### src/rtl/bless_ni_pkg.sv
// Shared definitions for the BLESS network interface.
// Flit field layout and port widths used by the NI and its FIFOs.
// Link convention: an all-zero word is idle, any nonzero word is a flit.
package bless_ni_pkg;

  // Flit field widths, LSB first: payload, Ydst, Xdst, Time, FlitId, PktId
  localparam int unsigned PAYLOAD_W = 32;
  localparam int unsigned YDST_W    = 3;
  localparam int unsigned XDST_W    = 3;
  localparam int unsigned TIME_W    = 8;
  localparam int unsigned FLIT_ID_W = 4;
  localparam int unsigned PKT_ID_W  = 8;

  // Flit as seen on the NI <-> core / NI <-> router local port
  localparam int unsigned WIDTH_PORT_NI =
    PAYLOAD_W + YDST_W + XDST_W + TIME_W + FLIT_ID_W + PKT_ID_W;

  // Router-to-router links carry extra routing state beyond the NI flit
  localparam int unsigned PORT_EXTRA_W = 2;
  localparam int unsigned WIDTH_PORT   = WIDTH_PORT_NI + PORT_EXTRA_W;

  // Statistics counter widths
  localparam int unsigned DROP_CNT_W = 8;
  localparam int unsigned FLIT_CNT_W = 16;

  // Field positions of an NI flit
  typedef struct packed {
    logic [PKT_ID_W-1:0]  pkt_id;
    logic [FLIT_ID_W-1:0] flit_id;
    logic [TIME_W-1:0]    tstamp;
    logic [XDST_W-1:0]    xdst;
    logic [YDST_W-1:0]    ydst;
    logic [PAYLOAD_W-1:0] payload;
  } ni_flit_t;

  // A word carries a flit iff it is nonzero
  function automatic logic flit_valid(input logic [WIDTH_PORT_NI-1:0] word);
    return |word;
  endfunction

endpackage

### src/rtl/bless_ni_fifo.sv
// ni_fifo: synchronous FIFO with async active-low reset of pointers/occupancy.
// Ports: clk, reset (async, active-low), push/din write side, pop/head read
// side (head is show-ahead), full/empty status.
// A push while full is accepted only when a pop happens on the same edge.
module ni_fifo #(
  parameter int unsigned WIDTH = 8,
  parameter int unsigned DEPTH = 4
) (
  input  logic             clk,
  input  logic             reset,
  input  logic             push,
  input  logic [WIDTH-1:0] din,
  input  logic             pop,
  output logic [WIDTH-1:0] head,
  output logic             full,
  output logic             empty
);

  localparam int unsigned PTR_W = (DEPTH > 1) ? $clog2(DEPTH) : 1;
  localparam int unsigned CNT_W = PTR_W + 1;

  logic [WIDTH-1:0] mem [DEPTH];
  logic [PTR_W-1:0] wr_ptr;
  logic [PTR_W-1:0] rd_ptr;
  logic [CNT_W-1:0] count;
  logic             do_push;
  logic             do_pop;

  // Status from occupancy
  assign full  = (count == CNT_W'(DEPTH));
  assign empty = (count == '0);
  assign head  = mem[rd_ptr];

  assign do_pop  = pop & ~empty;
  assign do_push = push & (~full | do_pop);

  // Pointers wrap naturally because DEPTH is a power of two
  always_ff @(posedge clk or negedge reset) begin
    if (!reset) begin
      wr_ptr <= '0;
      rd_ptr <= '0;
      count  <= '0;
    end else begin
      if (do_push) wr_ptr <= wr_ptr + PTR_W'(1);
      if (do_pop)  rd_ptr <= rd_ptr + PTR_W'(1);
      count <= count + CNT_W'(do_push) - CNT_W'(do_pop);
    end
  end

  // Storage is not reset; empty flag masks stale contents
  always_ff @(posedge clk) begin
    if (do_push) mem[wr_ptr] <= din;
  end

endmodule

### src/rtl/bless_ni.sv
// bless_ni: network interface between a core and a bufferless (BLESS) router.
// Injection: core flits queue in a FIFO and are driven onto the router local
// input only in cycles where some neighbour link is idle (a free slot).
// Ejection: flits from the router local output queue for the core; flits that
// find the queue full are dropped and counted.
// Ports: clk, reset (async, active-low); inj_valid/inj_data/inj_ready core
// injection handshake; link_w/e/s/n snooped neighbour links; to_router /
// from_router router local port; ej_valid/ej_data/ej_ready core ejection
// handshake; ej_overflow sticky drop flag; drop_cnt, inj_cnt, ej_cnt stats.
module bless_ni
  import bless_ni_pkg::*;
#(
  parameter int unsigned INJ_DEPTH = 4,
  parameter int unsigned EJ_DEPTH  = 4
) (
  input  logic                     clk,
  input  logic                     reset,
  input  logic                     inj_valid,
  input  logic [WIDTH_PORT_NI-1:0] inj_data,
  output logic                     inj_ready,
  input  logic [WIDTH_PORT-1:0]    link_w,
  input  logic [WIDTH_PORT-1:0]    link_e,
  input  logic [WIDTH_PORT-1:0]    link_s,
  input  logic [WIDTH_PORT-1:0]    link_n,
  output logic [WIDTH_PORT_NI-1:0] to_router,
  input  logic [WIDTH_PORT_NI-1:0] from_router,
  output logic                     ej_valid,
  output logic [WIDTH_PORT_NI-1:0] ej_data,
  input  logic                     ej_ready,
  output logic                     ej_overflow,
  output logic [DROP_CNT_W-1:0]    drop_cnt,
  output logic [FLIT_CNT_W-1:0]    inj_cnt,
  output logic [FLIT_CNT_W-1:0]    ej_cnt
);

  logic                     inj_full;
  logic                     inj_empty;
  logic [WIDTH_PORT_NI-1:0] inj_head;
  logic                     inj_push;
  logic                     inj_pop;
  logic                     slot_free;

  logic                     ej_full;
  logic                     ej_empty;
  logic                     ej_in;
  logic                     ej_pop;
  logic                     ej_push;
  logic                     ej_drop;

  // Injection side: zero words complete the handshake but are never queued
  assign inj_ready = ~inj_full;
  assign inj_push  = inj_valid & ~inj_full & flit_valid(inj_data);

  // A slot is free when at least one neighbour link is idle this cycle
  assign slot_free = ~(|link_w) | ~(|link_e) | ~(|link_s) | ~(|link_n);

  assign to_router = (~inj_empty & slot_free) ? inj_head : '0;
  assign inj_pop   = flit_valid(to_router);

  ni_fifo #(
    .WIDTH (WIDTH_PORT_NI),
    .DEPTH (INJ_DEPTH)
  ) u_inj_fifo (
    .clk   (clk),
    .reset (reset),
    .push  (inj_push),
    .din   (inj_data),
    .pop   (inj_pop),
    .head  (inj_head),
    .full  (inj_full),
    .empty (inj_empty)
  );

  // Ejection side: a full queue still takes a flit if the core pops it
  assign ej_valid = ~ej_empty;
  assign ej_in    = flit_valid(from_router);
  assign ej_pop   = ej_valid & ej_ready;
  assign ej_push  = ej_in & (~ej_full | ej_pop);
  assign ej_drop  = ej_in & ej_full & ~ej_pop;

  ni_fifo #(
    .WIDTH (WIDTH_PORT_NI),
    .DEPTH (EJ_DEPTH)
  ) u_ej_fifo (
    .clk   (clk),
    .reset (reset),
    .push  (ej_push),
    .din   (from_router),
    .pop   (ej_pop),
    .head  (ej_data),
    .full  (ej_full),
    .empty (ej_empty)
  );

  // Statistics and sticky overflow; ej_cnt counts every arrival, dropped or not
  always_ff @(posedge clk or negedge reset) begin
    if (!reset) begin
      inj_cnt     <= '0;
      ej_cnt      <= '0;
      drop_cnt    <= '0;
      ej_overflow <= 1'b0;
    end else begin
      if (inj_pop) inj_cnt <= inj_cnt + FLIT_CNT_W'(1);
      if (ej_in)   ej_cnt  <= ej_cnt + FLIT_CNT_W'(1);
      if (ej_drop) begin
        ej_overflow <= 1'b1;
        if (drop_cnt != '1) drop_cnt <= drop_cnt + DROP_CNT_W'(1);
      end
    end
  end

endmodule

### config.mk
export PLATFORM = sky130hd
export DESIGN_NAME = bless_ni
export DESIGN_NICKNAME = d
export VERILOG_FILES = /design/src/rtl/bless_ni_pkg.sv /design/src/rtl/bless_ni_fifo.sv /design/src/rtl/bless_ni.sv
export SDC_FILE = /design/constraint.sdc
export NUM_CORES = 1
export LEC_CHECK = 0
export CORE_ASPECT_RATIO = 1.4
export CORE_MARGIN = 1
export CORE_UTILIZATION = 45
export CTS_CLUSTER_DIAMETER = 50
export CTS_CLUSTER_SIZE = 8
export DETAILED_ROUTE_END_ITERATION = 16
export PLACE_DENSITY = 0.73
export SYNTH_ARGS = -nofsm -noshare
export SYNTH_HDL_FRONTEND = slang
export SYNTH_SLANG_ARGS = --single-unit
### constraint.sdc
create_clock -name clk -period 9.1 [get_ports clk]
set_input_delay 2.275 -clock clk [delete_from_list [all_inputs] [get_ports clk]]
set_output_delay 2.275 -clock clk [all_outputs]
set_load 0.02 [all_outputs]
==> flow_metrics.env, run 1 <==
export IMPL_r2r_cells=12
export IMPL_crit_path_end_kind="output pin"
export IMPL_top_usage_layer="met2"
export IMPL_nets=1980
export IMPL_synth_largest_area_cell="edfxtp_1"
export IMPL_grt_ovfl_total=0
export IMPL_synthFlopType="edfxtp_1"
export IMPL_period_minus_slack_ns=8.56
export IMPL_finalCritPeriodShare_pct=94.0
export IMPL_power_frac_comb_pct=25.0
export IMPL_regToRegStartpoint="u_inj_fifo.rd_ptr[0]$_DFFE_PN0P_"
export IMPL_use_met1_pct=31.8
export IMPL_postCtsSetupBuffers=0
export IMPL_skew_ns=0.0228
export IMPL_nFillCells=3139
export IMPL_synth_edf_count=464
export IMPL_crit_type="in -> out"
export IMPL_fin_setup_tns_ns=0
export IMPL_cpPeakStageDelay_ns=0.91
export IMPL_cts_hold_buffers=0
export IMPL_dp_final_hpwl_um=39100
export IMPL_cts_num_sinks=519
export IMPL_core_area_um2=45100
export IMPL_cts_root_buf="clkbuf_16"
export IMPL_syn_num_nets=1416
export IMPL_tightest_slew_ns=1.02
export IMPL_antenna_found_initial=5
export IMPL_drtPass1Iterations=5
export IMPL_post_cts_resized=0
export IMPL_worstPathArrival_ns=6.28
export IMPL_min_path_type="reg -> reg"
export IMPL_cts_max_level=3
export IMPL_num_vias=12400
export IMPL_ys_seq_area_share_pct=74.4
export IMPL_use_met2_pct=38.7
export IMPL_drt_iter0_markers=897
export IMPL_syn2layout_area_growth_pct=39.2
export IMPL_fmax_mhz=117
export IMPL_yosysUniqueCellTypes=39
export IMPL_grt_pass1_wl_um=82300
export IMPL_first_global_vias=13200
export IMPL_pwr_share_clk_pct=31.4
export IMPL_internal_power_mw=5.89
export IMPL_p_leak_nw=9.55
export IMPL_run_status="complete, no violations"
export IMPL_synthTopCellsByArea="edfxtp_1 (68%), mux4_2 (13%), dfrtp_1 (6.7%)"
export IMPL_hold_start="ej_cnt[15]$_DFFE_PN0N_"
export IMPL_grtUsageMet3_pct=7.50
export IMPL_via_per_inst=5.47
export IMPL_final_hold_viol_count=0
export IMPL_cp_cell_sequence="clkdlybuf4s50_1, nor4_1, nand4_1, nor4_1, o41a_2, and2_1, clkdlybuf4s50_1"
export IMPL_pin_count=519
export IMPL_power_density_nw_per_um2=284
export IMPL_synth_seq_cells=519
export IMPL_setup_viol_count_final=0
export IMPL_drive_above_1_share_pct=13.7
export IMPL_rsz0062_at_grt="no"
export IMPL_grt_max_degree=75
export IMPL_clock_latency_ns=0.58
export IMPL_p_seq_share_pct=43.6
export IMPL_irDropWorstVdd_uv=222
export IMPL_cap_violations=0
export IMPL_cts_buffers=75
export IMPL_port_buffers=518
export IMPL_cts_max_path_buffers=3
export IMPL_syn_cell_area_um2=20600
export IMPL_cp_max_fo=74
export IMPL_ys_async_sr_fraction_pct=10.6
export IMPL_core_rowCount=92
export IMPL_power_switching_mw=2.25
export IMPL_required_ns=6.83
export IMPL_maxSlewViolCount=0
export IMPL_synth_top_cell_area_share_pct=67.7
export IMPL_routed_wl_um=56100
export IMPL_whs_path_depth=1
export IMPL_wl_per_cell_um=24.7
export IMPL_die_h_um=255
export IMPL_layout_common_cells="clkdlybuf4s50_1 (517), edfxtp_1 (464), mux4_2 (116), nor4_1 (99), clkbuf_16 (81)"
export IMPL_synth_cells=1040
export IMPL_fin_util_pct=63.5
export IMPL_drc=0
export IMPL_avgSynthCellArea_um2=19.8
export IMPL_cts_tree="done"
export IMPL_gp_congestion=0.912
export IMPL_slew_limit_headroom_pct=31.4
export IMPL_grt_usage_pct=24.1
export IMPL_sw_frac_of_total_pct=27.6
export IMPL_die_w_um=183
export IMPL_worstHoldEndpoint="ej_cnt[15]$_DFFE_PN0N_"
export IMPL_regArea_um2=15300
export IMPL_multiInputGateArea_um2=5070
export IMPL_clkSlewWorstSetupHoldPaths_ns=0.05
export IMPL_yosysWarnings=0
export IMPL_final_common_cell="clkdlybuf4s50_1"
export IMPL_start_kind="primary input"
export IMPL_r2r_setup_slack_ns=3.86
export IMPL_regToRegEndpoint="u_inj_fifo.count[2]$_DFF_PN0_"
export IMPL_die_area_um2=46600
export IMPL_slowest_stage="nor4_1"
export IMPL_ant_nets=0
export IMPL_initial_core_util_pct=45.6
## worst max path at each step
stage          depth (start not counted)        from       endpoint  slack, ns
2_1_floorplan                          9  link_w[24]   to_router[0]       2.66
3_3_place_gp                           7  link_e[28]  to_router[34]       0.75
3_5_place_dp                           7  link_e[28]  to_router[40]       0.72
4_1_cts                                7  link_e[28]  to_router[40]       0.70
5_1_grt                                7  link_e[28]  to_router[40]       0.50
6_report                               7  link_e[28]  to_router[37]       0.54
## Yosys cell counts (8+ instances only)
| library cell | n |
|---|---|
| or4_1 | 8 |
| mux4_2 | 116 |
| nor2_1 | 15 |
| nand3_1 | 21 |
| xnor2_1 | 31 |
| nand4_1 | 24 |
| inv_1 | 12 |
| ha_1 | 14 |
| nand2_1 | 13 |
| and2_1 | 68 |
| edfxtp_1 | 464 |
| nor4_1 | 99 |
| and3_1 | 8 |
| dfrtp_1 | 55 |
| xor2_1 | 17 |
| clkbuf_1 | 24 |
## critical path, delay by kind of cell
kind / cells / cell delay, ns
compound gates: 1 / 0.89
simple gates: 4 / 1.96
buf+inv: 2 / 1.10
## metal layers
layer,wire (um),part of all wire (%)
met4,1110,2.0
met5,12,0.021
met3,5270,9.4
met2,26800,48
met1,22900,41
## cells by family (layout without fill, tap and decap cells)
logic type	after synthesis	in the layout	synth area share (%)
flip-flops	519	519	74.4
XOR/XNOR	48	48	2.04
adder cells (fa/ha/maj)	16	16	1.05
AND/OR/NAND/NOR	282	282	8.44
other	0	3	0
AO/OA/AOI/OAI	5	5	0.182
multiplexers	119	119	12.9
buffers and inverters	51	664	1.08
## power groups by stage
| stage | clock network (mW) | registers [mW] | logic (mW) |
|---|---|---|---|
| after floorplan | 0 | 3.48 | 1.17 |
| after global placement | 0 | 3.55 | 2.06 |
| after detailed placement | 0 | 3.59 | 2.06 |
| after CTS | 2.60 | 3.56 | 2.07 |
| after global routing | 2.71 | 3.60 | 2.15 |
| final | 2.56 | 3.55 | 2.03 |
## through the flow
step	power (mW)	hold slack, ns	area (um2)	std cells	setup WS [ns]
finish	8.14	0.468	28700	2267	0.543
global route	8.46	0.489	28700	2264	0.503
CTS	8.23	0.472	28700	2264	0.698
detailed placement	5.65	0.462	26400	2138	0.723
global placement	5.61	0.457	26400	2138	0.753
floorplan	4.65	0.452	20600	1040	2.66
## state kept, by name, summed over array words and instances (netlist names), 2 cells and up
| signal | count |
|---|---|
| drop_cnt | 8 |
| ej_cnt | 16 |
| inj_cnt | 16 |
| u_ej_fifo.count | 3 |
| u_ej_fifo.mem | 232 |
| u_ej_fifo.rd_ptr | 2 |
| u_ej_fifo.wr_ptr | 2 |
| u_inj_fifo.count | 3 |
| u_inj_fifo.mem | 232 |
| u_inj_fifo.rd_ptr | 2 |
| u_inj_fifo.wr_ptr | 2 |
## final cells by class
type | count | share of cell area (%)
Antenna cell | 3 | 0.0262
Sequential cell | 519 | 53.5
Clock inverter | 2 | 0.0349
Timing Repair Buffer | 526 | 18.3
Tap cell | 611 | 2.67
Inverter | 12 | 0.157
Multi-Input combinational cell | 470 | 17.7
Clock buffer | 124 | 7.67
No activity file was read; power rests on OpenSTA's default activity.
==> run 2: changes to the inputs <==
--- a/config.mk
+++ b/config.mk
@@ -12,6 +12,7 @@
 export CTS_CLUSTER_SIZE = 8
 export DETAILED_ROUTE_END_ITERATION = 16
 export PLACE_DENSITY = 0.73
+export REMOVE_ABC_BUFFERS = 1
 export SYNTH_ARGS = -nofsm -noshare
 export SYNTH_HDL_FRONTEND = slang
 export SYNTH_SLANG_ARGS = --single-unit
==> flow_metrics.env, run 2 (synthesis results as in run 1) <==
export IMPL_min_path_type="reg -> reg"
export IMPL_final_common_cell="clkdlybuf4s50_1"
export IMPL_skew_ns=0.0195
export IMPL_core_rowCount=92
export IMPL_r2r_cells=12
export IMPL_crit_path_end_kind="output pin"
export IMPL_r2r_setup_slack_ns=3.78
export IMPL_first_global_vias=13300
export IMPL_fin_setup_tns_ns=0
export IMPL_ant_nets=0
export IMPL_die_h_um=255
export IMPL_rsz0062_at_grt="no"
export IMPL_num_vias=12500
export IMPL_finalCritPeriodShare_pct=86.2
export IMPL_setup_viol_count_final=0
export IMPL_regArea_um2=15300
export IMPL_cts_max_level=3
export IMPL_worstHoldEndpoint="inj_cnt[15]$_DFFE_PN0N_"
export IMPL_start_kind="primary input"
export IMPL_wl_per_cell_um=25.7
export IMPL_initial_core_util_pct=45.6
export IMPL_place_ws_ns=1.26
export IMPL_crit_type="in -> out"
export IMPL_grt_usage_pct=24.9
export IMPL_clock_latency_ns=0.58
export IMPL_drc=0
export IMPL_cap_violations=0
export IMPL_top_regs="u_ej_fifo.mem x232, u_inj_fifo.mem x232"
export IMPL_multiInputGateArea_um2=5070
export IMPL_layout_common_cells="clkdlybuf4s50_1 (517), edfxtp_1 (464), mux4_2 (116), nor4_1 (99), clkbuf_16 (78)"
export IMPL_tightest_slew_ns=0.908
export IMPL_run_status="complete, no violations"
export IMPL_cp_max_fo=47
export IMPL_irDropWorstVdd_uv=252
export IMPL_grt_ovfl_total=0
export IMPL_syn2layout_area_growth_pct=38.9
export IMPL_p_leak_nw=9.54
export IMPL_hold_start="inj_cnt[15]$_DFFE_PN0N_"
export IMPL_pin_count=519
export IMPL_stdcell_count=2256
export IMPL_regToRegStartpoint="u_inj_fifo.rd_ptr[0]$_DFFE_PN0P_"
export IMPL_cts_num_sinks=519
export IMPL_dp_final_hpwl_um=40800
export IMPL_setup_ws_ns=1.26
export IMPL_drive_above_1_share_pct=14.3
export IMPL_cts_max_path_buffers=3
export IMPL_grt_max_degree=60
export IMPL_regToRegEndpoint="u_inj_fifo.count[2]$_DFF_PN0_"
export IMPL_via_per_inst=5.52
export IMPL_nets=1988
export IMPL_nFillCells=3202
export IMPL_cts_buffers=75
export IMPL_period_minus_slack_ns=7.84
export IMPL_cts_tree="done"
export IMPL_drtPass1Iterations=5
export IMPL_gp_congestion=0.943
export IMPL_cts_hold_buffers=0
export IMPL_worstPathArrival_ns=5.57
export IMPL_final_hold_viol_count=0
export IMPL_post_cts_resized=0
export IMPL_port_buffers=518
export IMPL_die_w_um=183
export IMPL_postCtsSetupBuffers=0
export IMPL_cts_root_buf="clkbuf_16"
export IMPL_required_ns=6.83
export IMPL_antenna_found_initial=11
export IMPL_grt_pass1_wl_um=83700
export IMPL_slew_limit_headroom_pct=39.5
export IMPL_dpl_cell_count=2146
export IMPL_die_area_um2=46600
export IMPL_clkSlewWorstSetupHoldPaths_ns=0.05
export IMPL_routed_wl_um=58000
export IMPL_drt_iter0_markers=851
export IMPL_power_density_nw_per_um2=283
export IMPL_whs_path_depth=1
export IMPL_maxSlewViolCount=0
export IMPL_core_area_um2=45100
export IMPL_fmax_mhz=128
## run 2: cell types whose count changed in the layout (fill, tap and decap cells not counted), sizes merged
cell,before,now
inv,12,15
diode,3,8
clkinvlp,0,1
buf,9,17
clkbuf,124,96
## run 2: final cells by class
cell class,instances,share of cell area (%)
diodes,8,0.0700
clock buffers,96,7.06
clock inverters,6,0.227
inverters,12,0.157
multi-input cells,470,17.7
flip-flops and latches,519,53.6
well taps,611,2.67
repair buffers,534,18.5
## run 2: per-stage QoR
step                util, %  power (mW)  cell area (um2)  hold WS [ns]
floorplan                 -        4.66            20400         0.452
global route           63.4        8.40            28600         0.495
detailed placement     58.7        5.69            26500         0.462
CTS                    63.3        8.17            28600         0.469
finish                 63.4        8.09            28600         0.468
global placement       58.7        5.64            26500         0.459
## run 2: routing by layer
metal  global-route usage (%)  vias up  routed length, um
li1                         -     5441                  -
met1                     30.0     6351              22000
met2                     42.8      573              29800
met3                     7.09       89               4900
met4                     9.14        8               1270
met5                        0        -                 52
## run 2: power breakdown
part           total (mW)  switching (mW)  internal (mW)
Clock                2.47           0.933           1.53
Combinational        2.11            1.16          0.950
Sequential           3.51           0.191           3.32
Total                8.09            2.29           5.80
## run 2: worst max-delay path by stage
stage | startpoint | end | slack (ns) | cells after the start
after global routing | link_e[20] | to_router[34] | 1.02 | 9
after detailed placement | link_e[20] | to_router[40] | 1.26 | 9
after CTS | link_e[20] | to_router[40] | 1.25 | 9
after floorplan | link_w[24] | to_router[0] | 2.35 | 6
final | link_e[20] | to_router[40] | 1.26 | 9
after global placement | link_e[20] | to_router[18] | 1.30 | 9
## run 2: critical path, stage by stage
cell,delay (ns)
clkdlybuf4s50_1,0.50
or4_1,0.64
nor2_1,0.19
nand3_1,0.09
nor4_1,0.45
o41a_2,0.26
buf_4,0.32
and2_1,0.20
clkdlybuf4s50_1,0.61
==> run 3: changes to the inputs <==
--- a/config.mk
+++ b/config.mk
@@ -5,13 +5,13 @@
 export SDC_FILE = /design/constraint.sdc
 export NUM_CORES = 1
 export LEC_CHECK = 0
-export CORE_ASPECT_RATIO = 1.4
+export CORE_ASPECT_RATIO = 0.7
 export CORE_MARGIN = 1
 export CORE_UTILIZATION = 45
 export CTS_CLUSTER_DIAMETER = 50
 export CTS_CLUSTER_SIZE = 8
 export DETAILED_ROUTE_END_ITERATION = 16
-export PLACE_DENSITY = 0.73
+export PLACE_DENSITY_LB_ADDON = 0.05
 export REMOVE_ABC_BUFFERS = 1
 export SYNTH_ARGS = -nofsm -noshare
 export SYNTH_HDL_FRONTEND = slang
==> flow_metrics.env, run 3 (synthesis results as in run 1) <==
export IMPL_run_status="complete, no violations"
export IMPL_drtPass1Iterations=5
export IMPL_skew_ns=0.0182
export IMPL_finalCritPeriodShare_pct=88.6
export IMPL_grt_max_degree=61
export IMPL_first_global_vias=12700
export IMPL_tightest_slew_ns=0.946
export IMPL_top_regs="u_ej_fifo.mem x232, u_inj_fifo.mem x232"
export IMPL_crit_path_end_kind="output pin"
export IMPL_cts_num_sinks=519
export IMPL_rsz0062_at_grt="no"
export IMPL_cts_hold_buffers=0
export IMPL_whs_path_depth=1
export IMPL_fmax_mhz=124
export IMPL_grt_usage_pct=23.0
export IMPL_cpPeakStageDelay_ns=0.84
export IMPL_worstPathArrival_ns=5.78
export IMPL_slew_limit_headroom_pct=37.0
export IMPL_grt_ovfl_total=0
export IMPL_path_common_cell="clkdlybuf4s50_1"
export IMPL_antennaDiodeCount=0
export IMPL_final_common_cell="clkdlybuf4s50_1"
export IMPL_drt_iter0_markers=707
export IMPL_final_hold_viol_count=0
export IMPL_syn2layout_area_growth_pct=38.7
export IMPL_crit_family="simple AND/OR/NAND/NOR gates"
export IMPL_clkSlewWorstSetupHoldPaths_ns=0.05
export IMPL_r2r_cells=12
export IMPL_required_ns=6.83
export IMPL_cts_max_level=3
export IMPL_die_h_um=181
export IMPL_nets=1988
export IMPL_p_leak_nw=9.53
export IMPL_dp_final_hpwl_um=36500
export IMPL_initial_core_util_pct=45.7
export IMPL_die_area_um2=46600
export IMPL_path_depth=8
export IMPL_num_vias=12100
export IMPL_gp_congestion=0.823
export IMPL_setup_viol_count_final=0
export IMPL_ant_nets=0
export IMPL_cts_tree="done"
export IMPL_core_area_um2=45100
export IMPL_die_w_um=258
export IMPL_critPathBufInv=2
export IMPL_postCtsSetupBuffers=0
export IMPL_start_kind="primary input"
export IMPL_maxSlewViolCount=0
export IMPL_routed_wl_um=53500
export IMPL_cp_cell_sequence="clkdlybuf4s50_1, or4_1, nor2_1, nand3_1, nor4_1, o41a_2, and2_1, clkdlybuf4s50_1"
export IMPL_period_minus_slack_ns=8.06
export IMPL_cts_buffers=75
export IMPL_cap_violations=0
export IMPL_fin_setup_tns_ns=0
export IMPL_cp_max_fo=60
export IMPL_core_rowCount=65
export IMPL_drive_above_1_share_pct=14.3
export IMPL_setup_ws_ns=1.04
export IMPL_via_per_inst=5.39
export IMPL_layout_common_cells="clkdlybuf4s50_1 (517), edfxtp_1 (464), mux4_2 (116), nor4_1 (99), clkbuf_16 (77)"
export IMPL_crit_type="in -> out"
export IMPL_fin_area_um2=28600
export IMPL_irDropWorstVdd_uv=191
export IMPL_port_buffers=518
export IMPL_min_path_type="reg -> reg"
export IMPL_clock_latency_ns=0.58
export IMPL_placed_area_um2=26500
export IMPL_grt_pass1_wl_um=79600
export IMPL_drc=0
export IMPL_cts_root_buf="clkbuf_16"
export IMPL_post_cts_resized=0
export IMPL_wl_per_cell_um=23.9
export IMPL_pin_count=519
export IMPL_place_ws_ns=0.938
export IMPL_slowest_stage="o41a_2"
export IMPL_power_density_nw_per_um2=281
export IMPL_antenna_found_initial=1
export IMPL_cts_max_path_buffers=3
run 3: cell types whose count changed in the layout (fill, tap and decap cells not counted), sizes merged:
cell / delta
clkinv: +1
diode: -8
run 3: final timing paths:
path / startpoint / endpoint / slack [ns]
min: inj_cnt[15]$_DFFE_PN0N_ / inj_cnt[15]$_DFFE_PN0N_ / 0.47
max reg2reg: u_inj_fifo.rd_ptr[0]$_DFFE_PN0P_ / u_inj_fifo.count[2]$_DFF_PN0_ / 3.53
min in group asynchronous: reset / u_inj_fifo.rd_ptr[0]$_DFFE_PN0P_ / 1.85
min reg2reg: inj_cnt[15]$_DFFE_PN0N_ / inj_cnt[15]$_DFFE_PN0N_ / 0.47
max: link_e[24] / to_router[6] / 1.04
max in group asynchronous: reset / u_ej_fifo.rd_ptr[0]$_DFFE_PN0P_ / 6.70
run 3: power by group:
| group | switching (mW) | internal (mW) |
|---|---|---|
| Combinational | 1.14 | 0.951 |
| Sequential | 0.166 | 3.32 |
| Clock | 0.938 | 1.52 |
| Total | 2.25 | 5.79 |
run 3: layout make-up:
class / count / area, um2
Tap cell: 603 / 754
Inverter: 12 / 45.0
Fill cell: 3238 / 16500
Sequential cell: 519 / 15300
Timing Repair Buffer: 534 / 5300
Clock buffer: 96 / 2000
Clock inverter: 7 / 70.1
Multi-Input combinational cell: 470 / 5070
run 3: per-stage QoR:
stage | total power, mW | util [%] | hold slack, ns | cells
global route | 8.39 | 63.4 | 0.486 | 2241
CTS | 8.15 | 63.4 | 0.477 | 2241
global placement | 5.62 | 58.8 | 0.459 | 2138
floorplan | 4.66 | - | 0.452 | 1001
detailed placement | 5.66 | 58.8 | 0.456 | 2138
finish | 8.03 | 63.4 | 0.470 | 2241
run 3: per-layer routing:
layer	part of all wire [%]	global-route usage [%]	up-vias
met4	1.8	6.15	2
met2	49	36.8	388
met3	5.9	6.05	75
li1	-	-	5444
met1	43	31.5	6166
met5	0.024	0	-
